## src/rtl/arith_pkg.sv

```systemverilog
// Shared definitions for the sequential arithmetic unit and the APB register
// block that drives its op select from the arith_sel field.
package arith_pkg;

    // Op encodings; the register block decodes arith_sel with these same values.
    localparam logic [1:0] OP_ADD = 2'd0;
    localparam logic [1:0] OP_SUB = 2'd1;
    localparam logic [1:0] OP_MUL = 2'd2;
    localparam logic [1:0] OP_DIV = 2'd3;

    typedef enum logic {
        IDLE = 1'b0,
        CALC = 1'b1
    } state_t;

    // True when an accepted op needs the iterative datapath. Divide by zero
    // is resolved in a single cycle, so it never enters CALC.
    function automatic logic needs_iter(input logic [1:0] op, input logic divisor_zero);
        return (op == OP_MUL) || ((op == OP_DIV) && !divisor_zero);
    endfunction

endpackage

```

## src/rtl/arith_iter_core.sv

```systemverilog
// Iteration registers and per-cycle step logic for shift-add multiply and
// restoring divide. The top FSM loads operands and issues one step per cycle;
// res_o is the result after the step currently being applied, so the top can
// capture the final result on the same edge that performs the last step.
module arith_iter_core
    import arith_pkg::*;
#(
    parameter int WIDTH = 8
) (
    input  logic               clk,
    input  logic               rst_n,
    input  logic               load_i,
    input  logic               step_i,
    input  logic               div_i,
    input  logic [WIDTH-1:0]   a_i,
    input  logic [WIDTH-1:0]   b_i,
    output logic [2*WIDTH-1:0] res_o
);

    logic               div_q;
    logic [2*WIDTH-1:0] acc_q,   acc_d;
    logic [2*WIDTH-1:0] mcand_q, mcand_d;
    logic [WIDTH-1:0]   mplr_q,  mplr_d;
    logic [WIDTH:0]     rem_q,   rem_d;
    logic [WIDTH-1:0]   quo_q,   quo_d;
    logic [WIDTH-1:0]   dvsr_q;

    logic [WIDTH+1:0]   shifted;
    logic [WIDTH+1:0]   trial;

    // One multiply step and one divide step, computed from current state.
    always_comb begin
        acc_d   = mplr_q[0] ? (acc_q + mcand_q) : acc_q;
        mcand_d = mcand_q << 1;
        mplr_d  = mplr_q >> 1;

        // Dividend bits shift out of quo_q's MSB into the partial remainder
        // while quotient bits shift in at the LSB. The extra top bit gives a
        // clean borrow for the trial subtract.
        shifted = {rem_q, quo_q[WIDTH-1]};
        trial   = shifted - {2'b00, dvsr_q};
        if (trial[WIDTH+1]) begin
            rem_d = shifted[WIDTH:0];
            quo_d = {quo_q[WIDTH-2:0], 1'b0};
        end else begin
            rem_d = trial[WIDTH:0];
            quo_d = {quo_q[WIDTH-2:0], 1'b1};
        end

        // Final remainder is always below the divisor, so WIDTH bits suffice.
        res_o = div_q ? {rem_d[WIDTH-1:0], quo_d} : acc_d;
    end

    // Operand load on accept, then one iteration per step.
    always_ff @(posedge clk or negedge rst_n) begin
        if (!rst_n) begin
            div_q   <= 1'b0;
            acc_q   <= '0;
            mcand_q <= '0;
            mplr_q  <= '0;
            rem_q   <= '0;
            quo_q   <= '0;
            dvsr_q  <= '0;
        end else if (load_i) begin
            div_q   <= div_i;
            acc_q   <= '0;
            mcand_q <= {{WIDTH{1'b0}}, a_i};
            mplr_q  <= b_i;
            rem_q   <= '0;
            quo_q   <= a_i;
            dvsr_q  <= b_i;
        end else if (step_i) begin
            acc_q   <= acc_d;
            mcand_q <= mcand_d;
            mplr_q  <= mplr_d;
            rem_q   <= rem_d;
            quo_q   <= quo_d;
        end
    end

endmodule

```

## src/rtl/arith_op_seq.sv

```systemverilog
// Sequential arithmetic unit: add/sub/div-by-zero finish in one cycle,
// mul/div iterate WIDTH cycles in arith_iter_core. Start/busy/done handshake;
// out/err hold until the next completed operation.
module arith_op_seq
    import arith_pkg::*;
#(
    parameter int WIDTH = 8
) (
    input  logic               clk,
    input  logic               rst_n,
    input  logic               start_i,
    input  logic [1:0]         op_i,
    input  logic [WIDTH-1:0]   in1_i,
    input  logic [WIDTH-1:0]   in2_i,
    output logic               busy_o,
    output logic               done_o,
    output logic [2*WIDTH-1:0] out_o,
    output logic               err_o
);

    localparam int CNT_W = $clog2(WIDTH) + 1;

    state_t             state_q, state_d;
    logic [CNT_W-1:0]   cnt_q,   cnt_d;
    logic [2*WIDTH-1:0] out_q,   out_d;
    logic               err_q,   err_d;
    logic               done_q,  done_d;

    logic               core_load;
    logic               core_step;
    logic [2*WIDTH-1:0] core_res;

    logic [WIDTH:0]     sum;
    logic [2*WIDTH-1:0] sc_out;
    logic               sc_err;

    arith_iter_core #(.WIDTH(WIDTH)) u_core (
        .clk    (clk),
        .rst_n  (rst_n),
        .load_i (core_load),
        .step_i (core_step),
        .div_i  (op_i == OP_DIV),
        .a_i    (in1_i),
        .b_i    (in2_i),
        .res_o  (core_res)
    );

    // Single-cycle result for add, sub and divide by zero.
    always_comb begin
        sum    = {1'b0, in1_i} + {1'b0, in2_i};
        sc_out = '0;
        sc_err = 1'b0;
        case (op_i)
            OP_ADD: sc_out[WIDTH:0] = sum;
            OP_SUB: begin
                if (in1_i >= in2_i) begin
                    sc_out[WIDTH-1:0] = in1_i - in2_i;
                end else begin
                    sc_out = '1;
                    sc_err = 1'b1;
                end
            end
            default: begin
                sc_out = '1;
                sc_err = 1'b1;
            end
        endcase
    end

    // FSM next state, counter and result capture.
    always_comb begin
        state_d   = state_q;
        cnt_d     = cnt_q;
        out_d     = out_q;
        err_d     = err_q;
        done_d    = 1'b0;
        core_load = 1'b0;
        core_step = 1'b0;
        case (state_q)
            IDLE: begin
                if (start_i) begin
                    if (needs_iter(op_i, in2_i == '0)) begin
                        core_load = 1'b1;
                        cnt_d     = CNT_W'(WIDTH);
                        state_d   = CALC;
                    end else begin
                        out_d  = sc_out;
                        err_d  = sc_err;
                        done_d = 1'b1;
                    end
                end
            end
            CALC: begin
                core_step = 1'b1;
                cnt_d     = cnt_q - CNT_W'(1);
                if (cnt_q == CNT_W'(1)) begin
                    out_d   = core_res;
                    err_d   = 1'b0;
                    done_d  = 1'b1;
                    state_d = IDLE;
                end
            end
            default: state_d = IDLE;
        endcase
    end

    // State and output registers; reset aborts any operation in flight.
    always_ff @(posedge clk or negedge rst_n) begin
        if (!rst_n) begin
            state_q <= IDLE;
            cnt_q   <= '0;
            out_q   <= '0;
            err_q   <= 1'b0;
            done_q  <= 1'b0;
        end else begin
            state_q <= state_d;
            cnt_q   <= cnt_d;
            out_q   <= out_d;
            err_q   <= err_d;
            done_q  <= done_d;
        end
    end

    assign busy_o = (state_q == CALC);
    assign done_o = done_q;
    assign out_o  = out_q;
    assign err_o  = err_q;

endmodule

```

## config.mk

```make
export PLATFORM = sky130hd
export DESIGN_NAME = arith_op_seq
export DESIGN_NICKNAME = d
export VERILOG_FILES = /design/src/rtl/arith_pkg.sv /design/src/rtl/arith_iter_core.sv /design/src/rtl/arith_op_seq.sv
export SDC_FILE = /design/constraint.sdc
export NUM_CORES = 1
export LEC_CHECK = 0
export CORE_AREA = 10 10 122 124
export CTS_BUF_LIST = sky130_fd_sc_hd__clkbuf_8
export CTS_CLUSTER_DIAMETER = 60
export DETAILED_ROUTE_END_ITERATION = 7
export DIE_AREA = 0 0 132 134
export HOLD_SLACK_MARGIN = 0.12
export PLACE_DENSITY = 0.7
export SYNTH_ARGS = -nofsm -noshare
export SYNTH_HDL_FRONTEND = slang
export SYNTH_HIERARCHICAL = 1
export SYNTH_SLANG_ARGS = --single-unit
```

## constraint.sdc

```tcl
create_clock -name clk -period 7.7 [get_ports clk]
set_clock_uncertainty 0.15 [all_clocks]
set_input_delay 1.54 -clock clk [delete_from_list [all_inputs] [get_ports clk]]
set_output_delay 1.54 -clock clk [all_outputs]
set_load 0.02 [all_outputs]
```

==> load_flow_metrics.sql, run 1 <==
INSERT INTO impl_metrics (metric_group, metric, value, unit) VALUES
('yosys', 'ys_seq_area_share', '35.4', '%'),
('yosys', 'synth_top_family_by_area', 'compound AO/OA/AOI/OAI gates', ''),
('cells_and_area', 'mostFrequentLayoutCell', 'sky130_fd_sc_hd__dfrtp_1', ''),
('timing', 'timing_worst_slew_pin_value', '1160', 'ps'),
('placement', 'detailedPlace.worstSlack', '3250', 'ps'),
('yosys', 'synth_fa_ha_area_share', '9.42', '%'),
('floorplan', 'placementRows', '41', ''),
('clocking', 'worstSkewPairLatency', '380', 'ps'),
('grt', 'via_count_of_the_first_global_routing_pass', '5233', ''),
('worst_setup_path', 'crit_path_start_kind', 'primary input', ''),
('yosys', 'yosys.area_share.simple', '16.1', '%'),
('cells_and_area', 'finalNetCount', '803', ''),
('placement', 'detailed_place_hpwl', '12300', 'µm'),
('worst_setup_path', 'worst-endpoint-arrival', '4290', 'ps'),
('timing', 'fin_crit_sh', '53.8', '%'),
('clocking', 'cts_made_buffers', '9', ''),
('yosys', 'asyncSetResetFlopFracSynth', '100', '%'),
('clocking', 'clock_sinks', '89', ''),
('drt', 'drt_first_pass_iters', '5', ''),
('drt', 'drt-total-wl', '16600', 'µm'),
('grt', 'grt.total_usage', '18.6', '%'),
('yosys', 'yosys_register_bits', '89', ''),
('floorplan', 'die-area', '0.0177', 'mm²'),
('yosys', 'yosys.area.top_type_share', '35.4', '%'),
('worst_setup_path', 'data_required_critical_path', '7850', 'ps'),
('yosys', 'ys_types', '79', ''),
('grt', 'grt_start_max_net_pins', '80', ''),
('yosys', 'syn_std_cell_area', '0.00629', 'mm²'),
('drt', 'drtAntennaViolNets', '0', ''),
('timing', 'setup_tns', '0', 'ps'),
('yosys', 'synth_area_per_cell', '8.77', 'µm²'),
('worst_setup_path', 'path_max_fanout', '33', ''),
('floorplan', 'ios', '40', ''),
('power_and_ir_drop', 'p_total', '0.00314', 'W'),
('yosys', 'synth-main-ff-cell', 'sky130_fd_sc_hd__dfrtp_1', ''),
('clocking', 'path_clk_slew', '80', 'ps'),
('grt', 'grt_pass1_wl', '27100', 'µm'),
('timing', 'final-hold-violation-count', '0', ''),
('drt', 'via_count', '5509', ''),
('worst_setup_path', 'critical_path_class', 'primary input to flip-flop', ''),
('timing', 'post-route-worst-setup-slack', '3560', 'ps'),
('clocking', 'tritoncts', 'built', ''),
('cells_and_area', 'post_route_cell_area', '0.00697', 'mm²'),
('power_and_ir_drop', 'irDropWorstVdd', '0.000158', 'V'),
('yosys', 'yosysWarnings', '6', ''),
('yosys', 'netlist_instances', '718', ''),
('placement', 'postPlaceCellArea', '0.00677', 'mm²'),
('grt', 'antenna_found_initial', '0', ''),
('floorplan', 'die_width', '132', 'µm'),
('placement', 'place.gp.congestion', '0.938', ''),
('cells_and_area', 'layout_common_cells', '88 x sky130_fd_sc_hd__dfrtp_1, 72 x sky130_fd_sc_hd__a21oi_1, 70 x sky130_fd_sc_hd__nand2_1, 60 x sky130_fd_sc_hd__nor2_1, 44 x sky130_fd_sc_hd__mux2i_1', ''),
('floorplan', 'die-height', '134', 'µm'),
('placement', 'placement.io_buffers', '39', ''),
('clocking', 'cts_root_buffer', 'sky130_fd_sc_hd__clkbuf_8', ''),
('clocking', 'postCtsSetupBuffers', '0', ''),
('timing', 'finalSetupViolations', '0', ''),
('cells_and_area', 'num_antenna_cells', '0', ''),
('power_and_ir_drop', 'power_leakage', '3.23', 'nW'),
('yosys', 'nets_in_the_synthesized_netlist', '784', ''),
('yosys', 'synth_enable_flop_cells', '0', ''),
('cells_and_area', 'area_added_between_synthesis_and_finish', '10.8', '%'),
('timing', 'final_critical_path_required_period', '4140', 'ps'),
('grt', 'globalRoute.totalOverflow', '0', ''),
('clocking', 'buffer_levels_on_the_longest_clock_path', '2', ''),
('clocking', 'cts_hold_repair.buffers', '0', ''),
('clocking', 'cts_repair_resize_count', '0', ''),
('yosys', 'cell_types_occupying_the_most_area_after_synthesis', 'sky130_fd_sc_hd__dfrtp_1 35%, sky130_fd_sc_hd__ha_1 8.2%, sky130_fd_sc_hd__mux2i_1 7.0%', ''),
('floorplan', 'initial_utilization', '50.5', '%'),
('power_and_ir_drop', 'cellPowerDensity', '450', 'mW/mm²'),
('timing', 'maxSlewHeadroom', '22.4', '%'),
('status', 'outcome', 'completed', '');
## flip-flops by register name, indices dropped and copies added (netlist names), 4 cells and up
name	flops
cnt_q	4
u_core/dvsr_q	8
u_core/acc_q	16
u_core/mcand_q	16
out_o	16
u_core/mplr_q	8
u_core/rem_q	9
u_core/quo_q	8
## stage by stage
stage / hold slack (ps) / util [%] / std cells
final: 377 / 55.9 / 914
after global routing: 401 / 55.9 / 914
after CTS: 377 / 55.9 / 914
after detailed placement: 350 / 54.3 / 898
after global placement: 342 / 54.3 / 898
after floorplan: 322 / - / 718
## cell type report
cell class | instances | area, µm²
fillers | 1178 | 5490
multi-input cells | 546 | 3710
flip-flops and latches | 89 | 2230
repair buffers | 45 | 433
well taps | 172 | 215
inverters | 46 | 178
clock buffers | 10 | 138
clock inverters | 6 | 66.3
## synth_stat cells, types with 3 or more instances
| master | n |
|---|---|
| sky130_fd_sc_hd__buf_2 | 8 |
| sky130_fd_sc_hd__nand4_1 | 5 |
| sky130_fd_sc_hd__nor2_1 | 60 |
| sky130_fd_sc_hd__dfrtp_1 | 89 |
| sky130_fd_sc_hd__mux2i_1 | 44 |
| sky130_fd_sc_hd__o21ai_1 | 13 |
| sky130_fd_sc_hd__nand2b_1 | 4 |
| sky130_fd_sc_hd__a211oi_1 | 11 |
| sky130_fd_sc_hd__buf_1 | 7 |
| sky130_fd_sc_hd__a211o_1 | 4 |
| sky130_fd_sc_hd__inv_1 | 41 |
| sky130_fd_sc_hd__clkbuf_1 | 19 |
| sky130_fd_sc_hd__a31oi_1 | 5 |
| sky130_fd_sc_hd__a21oi_1 | 72 |
| sky130_fd_sc_hd__a32oi_1 | 3 |
| sky130_fd_sc_hd__xor2_1 | 12 |
| sky130_fd_sc_hd__o211ai_1 | 8 |
| sky130_fd_sc_hd__a22oi_1 | 5 |
| sky130_fd_sc_hd__ha_1 | 41 |
| sky130_fd_sc_hd__and3_1 | 9 |
| sky130_fd_sc_hd__nand3_1 | 26 |
| sky130_fd_sc_hd__o21bai_1 | 5 |
| sky130_fd_sc_hd__o21a_1 | 6 |
| sky130_fd_sc_hd__a21o_1 | 10 |
| sky130_fd_sc_hd__nand3b_1 | 3 |
| sky130_fd_sc_hd__nor3_1 | 5 |
| sky130_fd_sc_hd__o31ai_1 | 4 |
| sky130_fd_sc_hd__fa_1 | 4 |
| sky130_fd_sc_hd__nand2_1 | 70 |
| sky130_fd_sc_hd__or3_1 | 5 |
| sky130_fd_sc_hd__o22ai_1 | 3 |
| sky130_fd_sc_hd__nor2b_1 | 5 |
| sky130_fd_sc_hd__o21ai_0 | 42 |
| sky130_fd_sc_hd__xnor2_1 | 13 |
## layer usage
layer / vias up / GRT usage [%] / part of all wire [%]
li1: 2620 / - / -
met1: 2682 / 25.1 / 46
met5: - / 0 / 0
met3: 33 / 3.51 / 5.4
met4: 0 / 8.65 / 3.2
met2: 174 / 28.3 / 45
## report_power, final
group | switching (W) | total [W] | internal (W)
Combinational | 0.00111 | 0.00192 | 0.000805
Sequential | 0.000192 | 0.000881 | 0.000689
Clock | 0.000180 | 0.000341 | 0.000160
## final timing paths
kind / startpoint / end / slack, ps / cells past startpoint
min in group asynchronous: rst_n / out_o[5] / 820 / 1
max in group asynchronous: rst_n / u_core/dvsr_q[6] / 5340 / 2
worst max register to register: u_core/acc_q[0] / out_o[8] / 4410 / 12
worst min-delay path: cnt_q[1] / cnt_q[1] / 380 / 2
worst max-delay path: in2_i[3] / u_core/mcand_q[2] / 3560 / 7
worst min register to register: cnt_q[1] / cnt_q[1] / 380 / 2
## cells by family (layout without fill, tap and decap cells)
| logic type | after synthesis | count (layout) |
|---|---|---|
| buffers and inverters | 83 | 107 |
| xor gates and xnor gates | 25 | 25 |
| AOI/OAI and AO/OA | 221 | 221 |
| adders and majority gates | 45 | 45 |
| DFF | 89 | 89 |
| muxes | 46 | 46 |
| and+or+nand+nor | 209 | 209 |
## critical path: stages
cell and delay [ps]:
sky130_fd_sc_hd__clkdlybuf4s50_1 520, sky130_fd_sc_hd__nor4_2 340, sky130_fd_sc_hd__a41oi_2 260, sky130_fd_sc_hd__and3_2 300
sky130_fd_sc_hd__inv_1 830, sky130_fd_sc_hd__nor2_1 290, sky130_fd_sc_hd__a21oi_1 190
Power figures use the tool's default switching activity.
==> inputs of run 2 (changes only) <==
--- a/config.mk
+++ b/config.mk
@@ -11,7 +11,7 @@
 export DETAILED_ROUTE_END_ITERATION = 7
 export DIE_AREA = 0 0 132 134
 export HOLD_SLACK_MARGIN = 0.12
-export PLACE_DENSITY = 0.7
+export PLACE_DENSITY = 0.73
 export SYNTH_ARGS = -nofsm -noshare
 export SYNTH_HDL_FRONTEND = slang
 export SYNTH_HIERARCHICAL = 1
==> constraint.sdc (replaced) <==
create_clock -name clk -period 3.65 [get_ports clk]
set_clock_uncertainty 0.15 [all_clocks]
set_input_delay 0.73 -clock clk [delete_from_list [all_inputs] [get_ports clk]]
set_output_delay 0.73 -clock clk [all_outputs]
set_load 0.02 [all_outputs]
==> load_flow_metrics.sql, run 2 (same netlist as run 1, synthesis figures left out) <==
INSERT INTO impl_metrics (metric_group, metric, value, unit) VALUES
('timing', 'slew_violations', '0', ''),
('floorplan', 'ios', '40', ''),
('cells_and_area', 'mostFrequentLayoutCell', 'sky130_fd_sc_hd__dfrtp_1', ''),
('power_and_ir_drop', 'power_leakage', '3.26', 'nW'),
('clocking', 'cts_repair_resize_count', '0', ''),
('placement', 'detailed_place_hpwl', '12500', 'µm'),
('cells_and_area', 'final_layout_size_suffix_gt1_share', '7.36', '%'),
('timing', 'fmax', '306', 'MHz'),
('cells_and_area', 'area_added_between_synthesis_and_finish', '12.0', '%'),
('timing', 'final_critical_path_required_period', '3260', 'ps'),
('timing', 'timing_worst_slew_pin_value', '921', 'ps'),
('grt', 'grt_start_max_net_pins', '72', ''),
('timing', 'grt_setup_unrepaired', 'false', ''),
('worst_setup_path', 'worst-endpoint-arrival', '3370', 'ps'),
('worst_setup_path', 'critPathCaptureType', 'flip-flop', ''),
('drt', 'drt-total-wl', '16500', 'µm'),
('drt', 'drtAntennaViolNets', '0', ''),
('grt', 'grt.total_usage', '18.8', '%'),
('grt', 'grt_pass1_wl', '27500', 'µm'),
('timing', 'setup_tns', '0', 'ps'),
('cells_and_area', 'layout_common_cells', '88 x sky130_fd_sc_hd__dfrtp_1, 72 x sky130_fd_sc_hd__a21oi_1, 70 x sky130_fd_sc_hd__nand2_1, 60 x sky130_fd_sc_hd__nor2_1, 44 x sky130_fd_sc_hd__mux2i_1', ''),
('floorplan', 'die-height', '134', 'µm'),
('drt', 'drt-vias-per-instance', '5.89', ''),
('cells_and_area', 'layout.cells.non_filler', '919', ''),
('floorplan', 'die_width', '132', 'µm'),
('clocking', 'path_clk_slew', '90', 'ps'),
('timing', 'fin_crit_sh', '89.4', '%'),
('grt', 'via_count_of_the_first_global_routing_pass', '5474', ''),
('placement', 'placement.io_buffers', '39', ''),
('status', 'outcome', 'completed', ''),
('timing', 'finalSetupViolations', '0', ''),
('grt', 'antenna_found_initial', '0', ''),
('worst_setup_path', 'critical_path_class', 'flip-flop to flip-flop', ''),
('clocking', 'cts-htree-levels', '3', ''),
('power_and_ir_drop', 'cellPowerDensity', '948', 'mW/mm²'),
('run', 'max_cap_viol_count', '0', ''),
('worst_setup_path', 'worst-r2r-cell-count', '12', ''),
('placement', 'place.gp.congestion', '0.877', ''),
('drt', 'via_count', '5412', ''),
('timing', 'maxSlewHeadroom', '38.6', '%'),
('cells_and_area', 'finalNetCount', '808', ''),
('placement', 'postPlaceCellArea', '0.00683', 'mm²'),
('clocking', 'tritoncts', 'built', ''),
('clocking', 'cts_hold_repair.buffers', '0', ''),
('floorplan', 'initial_utilization', '50.5', '%'),
('clocking', 'clock_sinks', '89', ''),
('power_and_ir_drop', 'p_total', '0.00668', 'W'),
('min_path', 'worst_hold_path_type', 'primary input to asynchronous set/reset pin', ''),
('worst_setup_path', 'regToRegEndpoint', 'out_o[8]', ''),
('worst_setup_path', 'data_required_critical_path', '3760', 'ps'),
('drt', 'drt_drc_violations_left', '0', ''),
('cells_and_area', 'post_route_cell_area', '0.00705', 'mm²'),
('worst_setup_path', 'timing.reg2reg.setup_slack', '390', 'ps'),
('clocking', 'postCtsSetupBuffers', '0', ''),
('clocking', 'buffer_levels_on_the_longest_clock_path', '2', ''),
('clocking', 'cts_root_buffer', 'sky130_fd_sc_hd__clkbuf_8', ''),
('worst_setup_path', 'critical_path.reg2reg.startpoint', 'u_core/acc_q[0]', ''),
('floorplan', 'die-area', '0.0177', 'mm²'),
('drt', 'routed_length_per_placed_instance', '18.0', 'µm'),
('cells_and_area', 'num_antenna_cells', '0', ''),
('floorplan', 'placementRows', '41', ''),
('worst_setup_path', 'path_max_fanout', '3', ''),
('clocking', 'cts_made_buffers', '9', ''),
('power_and_ir_drop', 'irDropWorstVdd', '0.000602', 'V'),
('drt', 'drt_first_pass_iters', '5', ''),
('grt', 'globalRoute.totalOverflow', '0', ''),
('clocking', 'worstSkewPairLatency', '380', 'ps'),
('placement', 'placed_cells', '903', ''),
('worst_setup_path', 'crit_path_start_kind', 'flip-flop', ''),
('timing', 'final-hold-violation-count', '0', ''),
('drt', 'first_iter_violations', '505', ''),
('floorplan', 'fp.coreArea', '0.0125', 'mm²');
-- run 2: worst max path at each step --
stage                      start  endpoint
6_report         u_core/acc_q[0]  out_o[8]
5_1_grt        u_core/mcand_q[0]  out_o[8]
2_1_floorplan    u_core/acc_q[0]  out_o[8]
3_5_place_dp            in1_i[0]  out_o[8]
3_3_place_gp            in1_i[0]  out_o[8]
4_1_cts          u_core/acc_q[0]  out_o[8]
-- run 2: metrics by stage --
step                      hold slack, ps  utilization [%]  setup WS, ps
final                                321             56.5           386
after global routing                 385             56.5           185
after CTS                            349             56.5           422
after detailed placement             349             54.8           318
after global placement               345             54.8           359
after floorplan                      284                -           949
-- run 2: final cells by class --
cell class,instances,area [µm²]
Clock buffer,9,124
Sequential cell,89,2230
Multi-Input combinational cell,546,3710
Clock inverter,7,93.8
Fill cell,1126,5420
Inverter,46,178
Tap cell,172,215
Timing Repair Buffer,50,495
-- run 2: report_power, final --
part	internal, W	switching, W
combinational	0.00172	0.00238
clock	0.000385	0.000376
sequential	0.00145	0.000371
total	0.00356	0.00312
-- run 2: per-layer routing --
layer	vias to the layer above	share of wire (%)	global-route usage [%]
li1	2621	-	-
met1	2640	47	24.2
met4	0	1.6	5.56
met3	24	4.1	3.62
met5	-	0	0
met2	127	48	31.3
-- run 2: worst max-delay path, cell delays in order, from the launching register on --
cell,delay [ps]
sky130_fd_sc_hd__dfrtp_1,410
sky130_fd_sc_hd__ha_1,240
sky130_fd_sc_hd__fa_1,410
sky130_fd_sc_hd__a21oi_1,250
sky130_fd_sc_hd__o211ai_1,230
sky130_fd_sc_hd__o31ai_1,450
sky130_fd_sc_hd__xor2_1,270
sky130_fd_sc_hd__a211oi_1,110
sky130_fd_sc_hd__a21o_1,170
sky130_fd_sc_hd__nand2_1,90
sky130_fd_sc_hd__nand3_1,80
sky130_fd_sc_hd__o21ai_0,170
sky130_fd_sc_hd__a31oi_1,110
